--- src/rtl/axilite_arbiter_master_pkg.sv ---
//------------------------------------------------------------------------------
// axilite_arbiter_master_pkg -- FSM states, AXI response codes, shared helpers
// Revision: 1.0
//------------------------------------------------------------------------------
`default_nettype none

package axilite_arbiter_master_pkg;

    typedef enum logic [2:0] {
        ST_IDLE  = 3'd0,
        ST_WR    = 3'd1,
        ST_WRESP = 3'd2,
        ST_RADDR = 3'd3,
        ST_RDATA = 3'd4,
        ST_DONE  = 3'd5
    } state_t;

    localparam logic [1:0] RESP_OKAY   = 2'b00;
    localparam logic [1:0] RESP_EXOKAY = 2'b01;
    localparam logic [1:0] RESP_SLVERR = 2'b10;
    localparam logic [1:0] RESP_DECERR = 2'b11;

    localparam logic [2:0] AXI_PROT_DEFAULT = 3'b000;

    function automatic int idx_width(input int n);
        return (n > 1) ? $clog2(n) : 1;
    endfunction

    function automatic logic resp_is_err(input logic [1:0] resp);
        return (resp == RESP_SLVERR) || (resp == RESP_DECERR);
    endfunction

endpackage

`default_nettype wire

--- src/rtl/axilite_arbiter_master_if.sv ---
//------------------------------------------------------------------------------
// axilite_arbiter_master_if -- requester ports plus AXI4-lite master bus
// Revision: 1.0
//------------------------------------------------------------------------------
`default_nettype none

interface axilite_arbiter_master_if #(
    parameter int N_PORTS    = 2,
    parameter int ADDR_WIDTH = 32,
    parameter int DATA_WIDTH = 32
);
    localparam int STRB_WIDTH = DATA_WIDTH / 8;

    logic [N_PORTS-1:0]            valid_i;
    logic [N_PORTS-1:0]            ready_o;
    logic [N_PORTS*ADDR_WIDTH-1:0] addr_i;
    logic [N_PORTS*DATA_WIDTH-1:0] wdata_i;
    logic [N_PORTS*STRB_WIDTH-1:0] we_i;
    logic [DATA_WIDTH-1:0]         rdata_o;
    logic                          err_o;

    logic                  axi_awvalid;
    logic                  axi_awready;
    logic [ADDR_WIDTH-1:0] axi_awaddr;
    logic [2:0]            axi_awprot;
    logic                  axi_wvalid;
    logic                  axi_wready;
    logic [DATA_WIDTH-1:0] axi_wdata;
    logic [STRB_WIDTH-1:0] axi_wstrb;
    logic                  axi_bvalid;
    logic                  axi_bready;
    logic [1:0]            axi_bresp;
    logic                  axi_arvalid;
    logic                  axi_arready;
    logic [ADDR_WIDTH-1:0] axi_araddr;
    logic [2:0]            axi_arprot;
    logic                  axi_rvalid;
    logic                  axi_rready;
    logic [DATA_WIDTH-1:0] axi_rdata;
    logic [1:0]            axi_rresp;

    modport master (
        input  valid_i, addr_i, wdata_i, we_i,
        output ready_o, rdata_o, err_o,
        output axi_awvalid, axi_awaddr, axi_awprot, input axi_awready,
        output axi_wvalid, axi_wdata, axi_wstrb, input axi_wready,
        input  axi_bvalid, axi_bresp, output axi_bready,
        output axi_arvalid, axi_araddr, axi_arprot, input axi_arready,
        input  axi_rvalid, axi_rdata, axi_rresp, output axi_rready
    );

    modport slave (
        output valid_i, addr_i, wdata_i, we_i,
        input  ready_o, rdata_o, err_o,
        input  axi_awvalid, axi_awaddr, axi_awprot, output axi_awready,
        input  axi_wvalid, axi_wdata, axi_wstrb, output axi_wready,
        output axi_bvalid, axi_bresp, input axi_bready,
        input  axi_arvalid, axi_araddr, axi_arprot, output axi_arready,
        output axi_rvalid, axi_rdata, axi_rresp, input axi_rready
    );

endinterface

`default_nettype wire

--- src/rtl/axilite_arbiter_master_rr_arbiter.sv ---
//------------------------------------------------------------------------------
// axilite_arbiter_master_rr_arbiter -- combinational round-robin priority pick
// Revision: 1.0
//------------------------------------------------------------------------------
`default_nettype none

module axilite_arbiter_master_rr_arbiter
    import axilite_arbiter_master_pkg::*;
#(
    parameter  int N_PORTS = 2,
    localparam int IDX_W   = idx_width(N_PORTS)
) (
    input  logic [N_PORTS-1:0] req,
    input  logic [IDX_W-1:0]   ptr,
    output logic [N_PORTS-1:0] grant,
    output logic [IDX_W-1:0]   grant_idx,
    output logic               any_req
);

    function automatic logic [IDX_W-1:0] wrap_add(input logic [IDX_W-1:0] base, input int off);
        int sum;
        sum = int'(base) + off;
        if (sum >= N_PORTS) begin
            sum = sum - N_PORTS;
        end
        return IDX_W'(sum);
    endfunction

    // Scan starting at the pointer; the first requester found wins.
    always_comb begin
        grant     = '0;
        grant_idx = '0;
        any_req   = 1'b0;
        for (int i = 0; i < N_PORTS; i++) begin
            if (!any_req && req[wrap_add(ptr, i)]) begin
                any_req   = 1'b1;
                grant_idx = wrap_add(ptr, i);
            end
        end
        grant[grant_idx] = any_req;
    end

endmodule

`default_nettype wire

--- src/rtl/axilite_arbiter_master.sv ---
//------------------------------------------------------------------------------
// axilite_arbiter_master -- N requesters round-robin onto one AXI4-lite master
// Revision: 1.0
//------------------------------------------------------------------------------
`default_nettype none

module axilite_arbiter_master
    import axilite_arbiter_master_pkg::*;
#(
    parameter int         N_PORTS    = 2,
    parameter int         ADDR_WIDTH = 32,
    parameter int         DATA_WIDTH = 32,
    parameter logic [2:0] AXI_PROT   = AXI_PROT_DEFAULT
) (
    input  logic                      clk,
    input  logic                      rst_n,
    axilite_arbiter_master_if.master  bus
);

    localparam int STRB_WIDTH = DATA_WIDTH / 8;
    localparam int IDX_W      = idx_width(N_PORTS);

    state_t state, state_d;

    logic [ADDR_WIDTH-1:0] req_addr  [N_PORTS];
    logic [DATA_WIDTH-1:0] req_wdata [N_PORTS];
    logic [STRB_WIDTH-1:0] req_we    [N_PORTS];

    logic [N_PORTS-1:0] arb_grant;
    logic [IDX_W-1:0]   arb_idx;
    logic               arb_any;

    logic [IDX_W-1:0]      rr_ptr, grant_idx;
    logic [N_PORTS-1:0]    grant_oh, ready;
    logic [ADDR_WIDTH-1:0] addr_q;
    logic [DATA_WIDTH-1:0] wdata_q, rdata_q;
    logic [STRB_WIDTH-1:0] strb_q;
    logic                  err_q;
    logic                  aw_done, aw_done_d, w_done, w_done_d;
    logic                  awvalid, wvalid, bready, arvalid, rready;

    for (genvar p = 0; p < N_PORTS; p++) begin : g_unpack
        assign req_addr[p]  = bus.addr_i[p*ADDR_WIDTH +: ADDR_WIDTH];
        assign req_wdata[p] = bus.wdata_i[p*DATA_WIDTH +: DATA_WIDTH];
        assign req_we[p]    = bus.we_i[p*STRB_WIDTH +: STRB_WIDTH];
    end

    axilite_arbiter_master_rr_arbiter #(.N_PORTS(N_PORTS)) u_arb (
        .req       (bus.valid_i),
        .ptr       (rr_ptr),
        .grant     (arb_grant),
        .grant_idx (arb_idx),
        .any_req   (arb_any)
    );

    always_ff @(posedge clk) begin
        if (!rst_n) begin
            state <= ST_IDLE;
        end else begin
            state <= state_d;
        end
    end

    always_comb begin
        state_d   = state;
        aw_done_d = aw_done;
        w_done_d  = w_done;
        case (state)
            ST_IDLE: begin
                if (arb_any) begin
                    state_d   = (|req_we[arb_idx]) ? ST_WR : ST_RADDR;
                    aw_done_d = 1'b0;
                    w_done_d  = 1'b0;
                end
            end
            ST_WR: begin
                if (awvalid && bus.axi_awready) aw_done_d = 1'b1;
                if (wvalid && bus.axi_wready)   w_done_d  = 1'b1;
                if (aw_done_d && w_done_d)      state_d   = ST_WRESP;
            end
            ST_WRESP: if (bus.axi_bvalid)  state_d = ST_DONE;
            ST_RADDR: if (bus.axi_arready) state_d = ST_RDATA;
            ST_RDATA: if (bus.axi_rvalid)  state_d = ST_DONE;
            ST_DONE:  state_d = ST_IDLE;
            default:  state_d = ST_IDLE;
        endcase
    end

    // Bus outputs are computed from the next state so they are flop outputs
    // that line up with the state they belong to.
    always_ff @(posedge clk) begin
        if (!rst_n) begin
            aw_done   <= 1'b0;
            w_done    <= 1'b0;
            awvalid   <= 1'b0;
            wvalid    <= 1'b0;
            bready    <= 1'b0;
            arvalid   <= 1'b0;
            rready    <= 1'b0;
            ready     <= '0;
            rr_ptr    <= '0;
            grant_idx <= '0;
            grant_oh  <= '0;
            addr_q    <= '0;
            wdata_q   <= '0;
            strb_q    <= '0;
            rdata_q   <= '0;
            err_q     <= 1'b0;
        end else begin
            aw_done <= aw_done_d;
            w_done  <= w_done_d;
            awvalid <= (state_d == ST_WR) && !aw_done_d;
            wvalid  <= (state_d == ST_WR) && !w_done_d;
            bready  <= (state_d == ST_WRESP);
            arvalid <= (state_d == ST_RADDR);
            rready  <= (state_d == ST_RDATA);
            ready   <= (state_d == ST_DONE) ? grant_oh : '0;
            if (state == ST_IDLE && arb_any) begin
                grant_idx <= arb_idx;
                grant_oh  <= arb_grant;
                addr_q    <= req_addr[arb_idx];
                wdata_q   <= req_wdata[arb_idx];
                strb_q    <= req_we[arb_idx];
            end
            if (state == ST_WRESP && bus.axi_bvalid) begin
                err_q <= resp_is_err(bus.axi_bresp);
            end
            if (state == ST_RDATA && bus.axi_rvalid) begin
                rdata_q <= bus.axi_rdata;
                err_q   <= resp_is_err(bus.axi_rresp);
            end
            if (state == ST_DONE) begin
                rr_ptr <= (grant_idx == IDX_W'(N_PORTS - 1)) ? '0 : grant_idx + 1'b1;
            end
        end
    end

    assign bus.ready_o     = ready;
    assign bus.rdata_o     = rdata_q;
    assign bus.err_o       = err_q;
    assign bus.axi_awvalid = awvalid;
    assign bus.axi_awaddr  = addr_q;
    assign bus.axi_awprot  = AXI_PROT;
    assign bus.axi_wvalid  = wvalid;
    assign bus.axi_wdata   = wdata_q;
    assign bus.axi_wstrb   = strb_q;
    assign bus.axi_bready  = bready;
    assign bus.axi_arvalid = arvalid;
    assign bus.axi_araddr  = addr_q;
    assign bus.axi_arprot  = AXI_PROT;
    assign bus.axi_rready  = rready;

endmodule

`default_nettype wire

--- src/flat_wrapper.sv ---
// flat-port wrapper written by rule: the top's interface ports become plain ports
module axilite_arbiter_master_flat import axilite_arbiter_master_pkg::*;
#(
    parameter int         N_PORTS    = 2,
    parameter int         ADDR_WIDTH = 32,
    parameter int         DATA_WIDTH = 32,
    parameter logic [2:0] AXI_PROT   = AXI_PROT_DEFAULT
)
  (clk, rst_n, bus_valid_i, bus_addr_i, bus_wdata_i, bus_we_i, bus_ready_o, bus_rdata_o, bus_err_o, bus_axi_awvalid, bus_axi_awaddr, bus_axi_awprot, bus_axi_awready, bus_axi_wvalid, bus_axi_wdata, bus_axi_wstrb, bus_axi_wready, bus_axi_bvalid, bus_axi_bresp, bus_axi_bready, bus_axi_arvalid, bus_axi_araddr, bus_axi_arprot, bus_axi_arready, bus_axi_rvalid, bus_axi_rdata, bus_axi_rresp, bus_axi_rready);
  axilite_arbiter_master_if #(.N_PORTS(N_PORTS), .ADDR_WIDTH(ADDR_WIDTH), .DATA_WIDTH(DATA_WIDTH)) bus_i ();
  input  logic clk;
  input  logic rst_n;
  input wire logic [$bits(bus_i.valid_i)-1:0] bus_valid_i;
  input wire logic [$bits(bus_i.addr_i)-1:0] bus_addr_i;
  input wire logic [$bits(bus_i.wdata_i)-1:0] bus_wdata_i;
  input wire logic [$bits(bus_i.we_i)-1:0] bus_we_i;
  output wire logic [$bits(bus_i.ready_o)-1:0] bus_ready_o;
  output wire logic [$bits(bus_i.rdata_o)-1:0] bus_rdata_o;
  output wire logic [$bits(bus_i.err_o)-1:0] bus_err_o;
  output wire logic [$bits(bus_i.axi_awvalid)-1:0] bus_axi_awvalid;
  output wire logic [$bits(bus_i.axi_awaddr)-1:0] bus_axi_awaddr;
  output wire logic [$bits(bus_i.axi_awprot)-1:0] bus_axi_awprot;
  input wire logic [$bits(bus_i.axi_awready)-1:0] bus_axi_awready;
  output wire logic [$bits(bus_i.axi_wvalid)-1:0] bus_axi_wvalid;
  output wire logic [$bits(bus_i.axi_wdata)-1:0] bus_axi_wdata;
  output wire logic [$bits(bus_i.axi_wstrb)-1:0] bus_axi_wstrb;
  input wire logic [$bits(bus_i.axi_wready)-1:0] bus_axi_wready;
  input wire logic [$bits(bus_i.axi_bvalid)-1:0] bus_axi_bvalid;
  input wire logic [$bits(bus_i.axi_bresp)-1:0] bus_axi_bresp;
  output wire logic [$bits(bus_i.axi_bready)-1:0] bus_axi_bready;
  output wire logic [$bits(bus_i.axi_arvalid)-1:0] bus_axi_arvalid;
  output wire logic [$bits(bus_i.axi_araddr)-1:0] bus_axi_araddr;
  output wire logic [$bits(bus_i.axi_arprot)-1:0] bus_axi_arprot;
  input wire logic [$bits(bus_i.axi_arready)-1:0] bus_axi_arready;
  input wire logic [$bits(bus_i.axi_rvalid)-1:0] bus_axi_rvalid;
  input wire logic [$bits(bus_i.axi_rdata)-1:0] bus_axi_rdata;
  input wire logic [$bits(bus_i.axi_rresp)-1:0] bus_axi_rresp;
  output wire logic [$bits(bus_i.axi_rready)-1:0] bus_axi_rready;
  assign bus_i.valid_i = bus_valid_i;
  assign bus_i.addr_i = bus_addr_i;
  assign bus_i.wdata_i = bus_wdata_i;
  assign bus_i.we_i = bus_we_i;
  assign bus_ready_o = bus_i.ready_o;
  assign bus_rdata_o = bus_i.rdata_o;
  assign bus_err_o = bus_i.err_o;
  assign bus_axi_awvalid = bus_i.axi_awvalid;
  assign bus_axi_awaddr = bus_i.axi_awaddr;
  assign bus_axi_awprot = bus_i.axi_awprot;
  assign bus_i.axi_awready = bus_axi_awready;
  assign bus_axi_wvalid = bus_i.axi_wvalid;
  assign bus_axi_wdata = bus_i.axi_wdata;
  assign bus_axi_wstrb = bus_i.axi_wstrb;
  assign bus_i.axi_wready = bus_axi_wready;
  assign bus_i.axi_bvalid = bus_axi_bvalid;
  assign bus_i.axi_bresp = bus_axi_bresp;
  assign bus_axi_bready = bus_i.axi_bready;
  assign bus_axi_arvalid = bus_i.axi_arvalid;
  assign bus_axi_araddr = bus_i.axi_araddr;
  assign bus_axi_arprot = bus_i.axi_arprot;
  assign bus_i.axi_arready = bus_axi_arready;
  assign bus_i.axi_rvalid = bus_axi_rvalid;
  assign bus_i.axi_rdata = bus_axi_rdata;
  assign bus_i.axi_rresp = bus_axi_rresp;
  assign bus_axi_rready = bus_i.axi_rready;
  axilite_arbiter_master #(.N_PORTS(N_PORTS), .ADDR_WIDTH(ADDR_WIDTH), .DATA_WIDTH(DATA_WIDTH), .AXI_PROT(AXI_PROT)) u_core (.clk(clk), .rst_n(rst_n), .bus(bus_i));
endmodule
--- config.mk ---
export PLATFORM = sky130hd
export DESIGN_NAME = axilite_arbiter_master_flat
export DESIGN_NICKNAME = d
export VERILOG_FILES = /design/src/rtl/axilite_arbiter_master_pkg.sv /design/src/rtl/axilite_arbiter_master_if.sv /design/src/rtl/axilite_arbiter_master_rr_arbiter.sv /design/src/rtl/axilite_arbiter_master.sv /design/src/flat_wrapper.sv
export SDC_FILE = /design/constraint.sdc
export NUM_CORES = 1
export LEC_CHECK = 0
export ABC_AREA = 1
export CORE_AREA = 2 2 128 130
export CTS_CLUSTER_DIAMETER = 150
export DETAILED_ROUTE_END_ITERATION = 7
export DIE_AREA = 0 0 130 132
export GPL_TIMING_DRIVEN = 0
export PLACE_DENSITY = 0.78
export SYNTH_ARGS = -nofsm -noshare
export SYNTH_HDL_FRONTEND = slang
export SYNTH_SLANG_ARGS = --single-unit
--- constraint.sdc ---
create_clock -name clk -period 1.8 [get_ports clk]
set_input_delay 0.54 -clock clk [delete_from_list [all_inputs] [get_ports clk]]
set_output_delay 0.54 -clock clk [all_outputs]
set_load 0.05 [all_outputs]
==> summary.md, run 1 <==
| Metric | Value |
|---|---|
| Synth warn | `0` |
| Clk buf depth | `2` |
| I/O Pins | `327` |
| Critical path endpoint category | `output pin` |
| Synth area leaders | `dfxtp_1 (47%), nand2_1 (12%), o21ai_0 (10%)` |
| P_leak | `3.88 nW` |
| Worst Skew | `7.52 ps` |
| Initial Utilization | `31.6%` |
| Measured slew at the worst slew-check pin | `664 ps` |
| DP Worst Slack | `-434 ps` |
| TNS Setup | `0 ps` |
| WL/cell | `15.8 um` |
| Startpoint types | `flip-flop` |
| GR Util All Layers | `21.9%` |
| DR iter-0 viols | `291` |
| Final WS setup | `37.0 ps` |
| Drt drc | `0` |
| Die X | `130 um` |
| Overall Power | `9.70 mW` |
| Share of cells above drive strength 1 | `25.4%` |
| Layout Nets | `1182` |
| Clock Latency Late Sink | `420 ps` |
| Most frequent cells in the layout | `clkdlybuf4s50_1 (176), nand2_1 (154), dfxtp_1 (117), o21ai_0 (102), clkdlybuf4s15_2 (83)` |
| Mapped Cells | `660` |
| Crit path max fanout | `3` |
| Post-CTS Hold Fix Bufs | `0` |
| Final Hold Viols | `0` |
| Gr ovfl total | `0` |
| Routed WL | `19500 um` |
| Post-layout util | `57.0%` |
| Mapped Area | `4970 um2` |
| Detailed-route via count | `5802` |
| Largest net degree at the start of global routing | `17` |
| # clock sinks | `117` |
| TritonCTS Buffers | `17` |
| Share of flip-flops with an asynchronous set or reset | `0%` |
| Layout Cells excl Fill | `1230` |
| Clock root cell | `clkbuf_16` |
| RSZ-0062 raised after global routing | `false` |
| Core area | `15700 um2` |
| Crit path cell chain | `buf_4 -> clkdlybuf4s18_2` |
| Status | `completed` |
| Layout area overhead | `80.4%` |
| Slowest CP cell | `dfxtp_1` |
| Worst vdd rail ir drop | `0.000595 V` |
| HPWL after DPL | `14400 um` |
| Height of the chip | `132 um` |
| FF/Latch Area | `2340 um2` |
| Slew margin rel. | `55.7%` |
| CP Class | `reg -> out` |
| Delay-heaviest family, CP | `buffers and inverters` |
| Pwr/cell area | `1080 nW/um2` |
| Antenna diodes | `0` |
| Full die area | `17200 um2` |
| Drt pass-1 iters | `4` |
| Multi-input gate area | `2040 um2` |
| CP peak stage delay | `350 ps` |
| H-Tree Level Count | `4` |
| Std cell rows | `46` |
| Register area share after synthesis | `47.2%` |
| Synthesis-stage register bit count | `117` |
| Leading area contributor after synthesis | `dfxtp_1` |
| Top-area cell type share of the netlist area | `47.2%` |
| Hold Path Class | `reg -> reg` |
| Minimum hold slack | `461 ps` |
| Clock tree from TritonCTS | `built` |
| Synth Flop Type | `dfxtp_1` |
| Area post-placement | `8430 um2` |
| Final critical-path required period | `1760 ps` |
| Placer Congestion | `0.803` |
| Final setup violating endpoints | `0` |
| Antenna Violating Nets Remaining | `0` |
| Commonest non-fill, non-tap cell in the layout | `clkdlybuf4s50_1` |
| Vias in the first global route | `5714` |
| Placed Cells | `1198` |
| Port bufs | `317` |
| Global-route wire length before repair | `29700 um` |
| Clock Pin Slew Worst Setup and Hold Paths | `60 ps` |
| Data required time of the critical path | `1260 ps` |
| Post-synth EDFFs | `0` |
| Syn avg cell area | `7.52 um2` |
| Maxcap violations | `0` |
| Vias/cell | `4.72` |
| Worst path bufs/invs | `2` |
| Synth cell types | `25` |
| Pins over their slew limit | `0` |
| Fmax | `567 MHz` |
| CP arrival | `1220 ps` |
| Fin area | `8960 um2` |
| Fillers | `1443` |
| Tcrit/Tclk final | `97.9%` |
| Initial antenna violation count | `0` |
[area by class of cell]
type / instances / area share, %
multi-input cells: 441 / 22.8
well taps: 216 / 3.02
flip-flops and latches: 117 / 26.1
repair buffers: 317 / 33.9
clock inverters: 11 / 1.93
plain buffers: 84 / 5.89
inverters: 23 / 0.964
clock buffers: 21 / 5.36
[where the power goes]
part / internal (mW) / switching [mW]
Clock: 2.47 / 1.28
Sequential: 2.84 / 0.160
Combinational: 1.06 / 1.90
Total: 6.37 / 3.34
[tightest hold or removal path, stage by stage, from the launching register on]
cell and delay (ps):
dfxtp_1 310, nand2_1 60, a21oi_1 50
[cell usage after synthesis (4+ instances only)]
master	count
buf_4	46
buf_2	23
clkbuf_1	11
nand2_1	155
o21ai_0	102
inv_1	19
nor2_1	77
inv_2	4
a31oi_1	67
nand3_1	9
dfxtp_1	117
a21oi_1	8
[sequential cells by signal, indices dropped and copies added, names as in the netlist, 2 cells and up]
register	cells
u_core.bus.axi_araddr	32
u_core.bus.rdata_o	32
u_core.bus.axi_wdata	32
u_core.bus.axi_wstrb	4
u_core.state	3
u_core.bus.ready_o	2
u_core.grant_oh	2
[kinds of logic after synthesis]
group,after synthesis,share of synthesized area (%)
and+or+nand+nor,253,20.3
AOI/OAI and AO/OA,182,20.1
DFF,117,47.2
buffers and inverters,107,12.4
other,1,0.0755
[metal layers]
metal | global-route usage (%) | routed length (um)
met1 | 25.2 | 7840
met4 | 8.42 | 652
met2 | 36.6 | 9290
met5 | 0 | 0
met3 | 8.32 | 1700
[timing repair]
| item | 4_1_cts | 5_1_grt |
|---|---|---|
| endpoints found under the setup margin | 141 | 97 |
| gates resized for setup | 429 | 52 |
| setup buffers | 0 | 0 |
[final timing paths]
kind                                   from                  endpoint  slack [ps]  cells past startpoint
hold reg to reg            u_core.grant_idx          u_core.grant_idx         460                      2
hold / removal             u_core.grant_idx          u_core.grant_idx         460                      2
setup reg to reg            u_core.state[1]  u_core.bus.axi_wdata[23]         290                      6
setup / recovery  u_core.bus.axi_araddr[27]        bus_axi_awaddr[27]          40                      2
Note: power is estimated with default switching activity, not from simulation.
==> inputs of run 2 (changes only) <==
--- a/config.mk
+++ b/config.mk
@@ -6,12 +6,14 @@
 export NUM_CORES = 1
 export LEC_CHECK = 0
 export ABC_AREA = 1
-export CORE_AREA = 2 2 128 130
+export CORE_AREA = 2 2 126 128
+export CTS_BUF_LIST = sky130_fd_sc_hd__clkbuf_4
 export CTS_CLUSTER_DIAMETER = 150
 export DETAILED_ROUTE_END_ITERATION = 7
-export DIE_AREA = 0 0 130 132
+export DIE_AREA = 0 0 128 130
+export GPL_ROUTABILITY_DRIVEN = 1
 export GPL_TIMING_DRIVEN = 0
-export PLACE_DENSITY = 0.78
+export PLACE_DENSITY = 0.8
 export SYNTH_ARGS = -nofsm -noshare
 export SYNTH_HDL_FRONTEND = slang
 export SYNTH_SLANG_ARGS = --single-unit
==> run 2 against run 1 <==
Against the previous run: via count down 0.67%; global-route usage rose by 0.21 points; routed wire length decreased by 2.3%; die area is 3.0% lower; register-to-register slack improved by 20 ps; power fell by 18%; sequential share of layout area is 3.0 points higher.
==> summary.md, run 2 (synthesis gave the netlist of run 1 again) <==
| Metric | Value |
|---|---|
| Most frequent cells in the layout | `clkdlybuf4s50_1 (177), nand2_1 (155), buf_2 (130), o21ai_0 (102), dfxtp_1 (98)` |
| Initial antenna violation count | `0` |
| Drt pass-1 iters | `5` |
| WL/cell | `15.8 um` |
| Full die area | `16600 um2` |
| HPWL after DPL | `14400 um` |
| Fmax | `580 MHz` |
| Fillers | `1550` |
| P_leak | `3.85 nW` |
| Status | `completed` |
| Hold path cells | `2` |
| Layout Nets | `1183` |
| Maxcap violations | `0` |
| Tcrit/Tclk final | `95.7%` |
| Clock root cell | `clkbuf_4` |
| Hold Path Class | `reg -> reg` |
| Clock Pin Slew Worst Setup and Hold Paths | `100 ps` |
| Measured slew at the worst slew-check pin | `623 ps` |
| Critical path endpoint category | `output pin` |
| Worst Skew | `18.8 ps` |
| Die X | `128 um` |
| Height of the chip | `130 um` |
| Layout area overhead | `63.6%` |
| DP Worst Slack | `-441 ps` |
| Data required time of the critical path | `1260 ps` |
| CP Class | `reg -> out` |
| Crit path max fanout | `3` |
| RSZ-0062 raised after global routing | `false` |
| Final Hold Viols | `0` |
| Largest net degree at the start of global routing | `17` |
| Gr ovfl total | `0` |
| Clock Latency Late Sink | `520 ps` |
| Global-route wire length before repair | `28600 um` |
| Pwr/cell area | `979 nW/um2` |
| Commonest non-fill, non-tap cell in the layout | `clkdlybuf4s50_1` |
| Final WS setup | `76.8 ps` |
| I/O Pins | `327` |
| Net Sw Frac | `38.2%` |
| Final critical-path required period | `1720 ps` |
| Port bufs | `317` |
| CP arrival | `1180 ps` |
| Sequential share of power | `37.6%` |
| TritonCTS Buffers | `17` |
| Initial Utilization | `32.2%` |
| Gate power share | `36.2%` |
| Cells on worst reg2reg path | `7` |
| Vias in the first global route | `5400` |
| Clock tree from TritonCTS | `built` |
| Cell-internal power | `4.92 mW` |
| Clk buf depth | `2` |
| Switching pwr | `3.03 mW` |
| Placer Congestion | `0.819` |
| Vias/cell | `4.77` |
| Drt drc | `0` |
| DR iter-0 viols | `309` |
| Antenna Violating Nets Remaining | `0` |
| Share of cells above drive strength 1 | `26.6%` |
| Routed WL | `19000 um` |
| H-Tree Level Count | `4` |
| Clk pwr share | `26.1%` |
| Slew margin rel. | `58.5%` |
| Startpoint types | `flip-flop` |
| Pins over their slew limit | `0` |
| Post-CTS Hold Fix Bufs | `0` |
| GR Util All Layers | `22.1%` |
| Antenna diodes | `0` |
| Core area | `15400 um2` |
| Std cell rows | `46` |
| Worst vdd rail ir drop | `0.000423 V` |
| # clock sinks | `117` |
| Final setup violating endpoints | `0` |
| Detailed-route via count | `5763` |
| TNS Setup | `0 ps` |
[run 2: what timing repair did]
action / in CTS / in global routing
buffers inserted: 0 / 1
hold endpoints to repair: 0 / 0
resized for setup: 735 / 20
setup endpoints to repair: 140 / 33
[run 2: worst max-delay path: stages, from the launching register on]
cell,delay (ps)
dfxtp_1,380
buf_4,120
buf_4,180
[run 2: path summary, 6_finish.rpt]
path | start | endpoint | slack, ps
worst max-delay path | u_core.bus.axi_araddr[11] | bus_axi_awaddr[11] | 80
worst min-delay path | u_core.grant_oh[1] | u_core.grant_oh[1] | 460
worst max register to register | u_core.rr_ptr | u_core.bus.axi_wdata[8] | 310
worst min register to register | u_core.grant_oh[1] | u_core.grant_oh[1] | 460
[run 2: cell type report]
| cell class | count | area, um2 | area share, % |
|---|---|---|---|
| repair buffers | 318 | 2570 | 31.6 |
| flip-flops and latches | 117 | 2370 | 29.2 |
| multi-input cells | 441 | 2030 | 25.0 |
| plain buffers | 84 | 528 | 6.50 |
| well taps | 192 | 240 | 2.96 |
| clock inverters | 14 | 165 | 2.03 |
| clock buffers | 18 | 135 | 1.66 |
| inverters | 23 | 86.3 | 1.06 |
[run 2: layer usage]
| layer | GRT usage, % | part of all wire, % |
|---|---|---|
| met3 | 7.75 | 9.0 |
| met1 | 25.6 | 40 |
| met4 | 7.24 | 2.2 |
| met2 | 38.6 | 49 |
| met5 | 0 | 0 |
[run 2: stage by stage]
stage	power [mW]	cells	hold WS [ps]	util [%]	instance area [um2]
floorplan	4.91	665	425	-	4980
global placement	6.13	1174	444	54.4	8400
detailed placement	6.16	1174	446	54.4	8400
CTS	8.00	1206	455	52.6	8110
global route	8.31	1207	470	52.7	8120
finish	7.95	1207	460	52.7	8120
[run 2: power groups by stage]
stage | clock network (mW) | registers (mW) | logic [mW]
floorplan | 0 | 3.82 | 1.09
global placement | 0 | 3.04 | 3.09
detailed placement | 0 | 3.05 | 3.11
CTS | 2.13 | 2.99 | 2.89
global route | 2.25 | 3.03 | 3.04
finish | 2.08 | 2.99 | 2.88
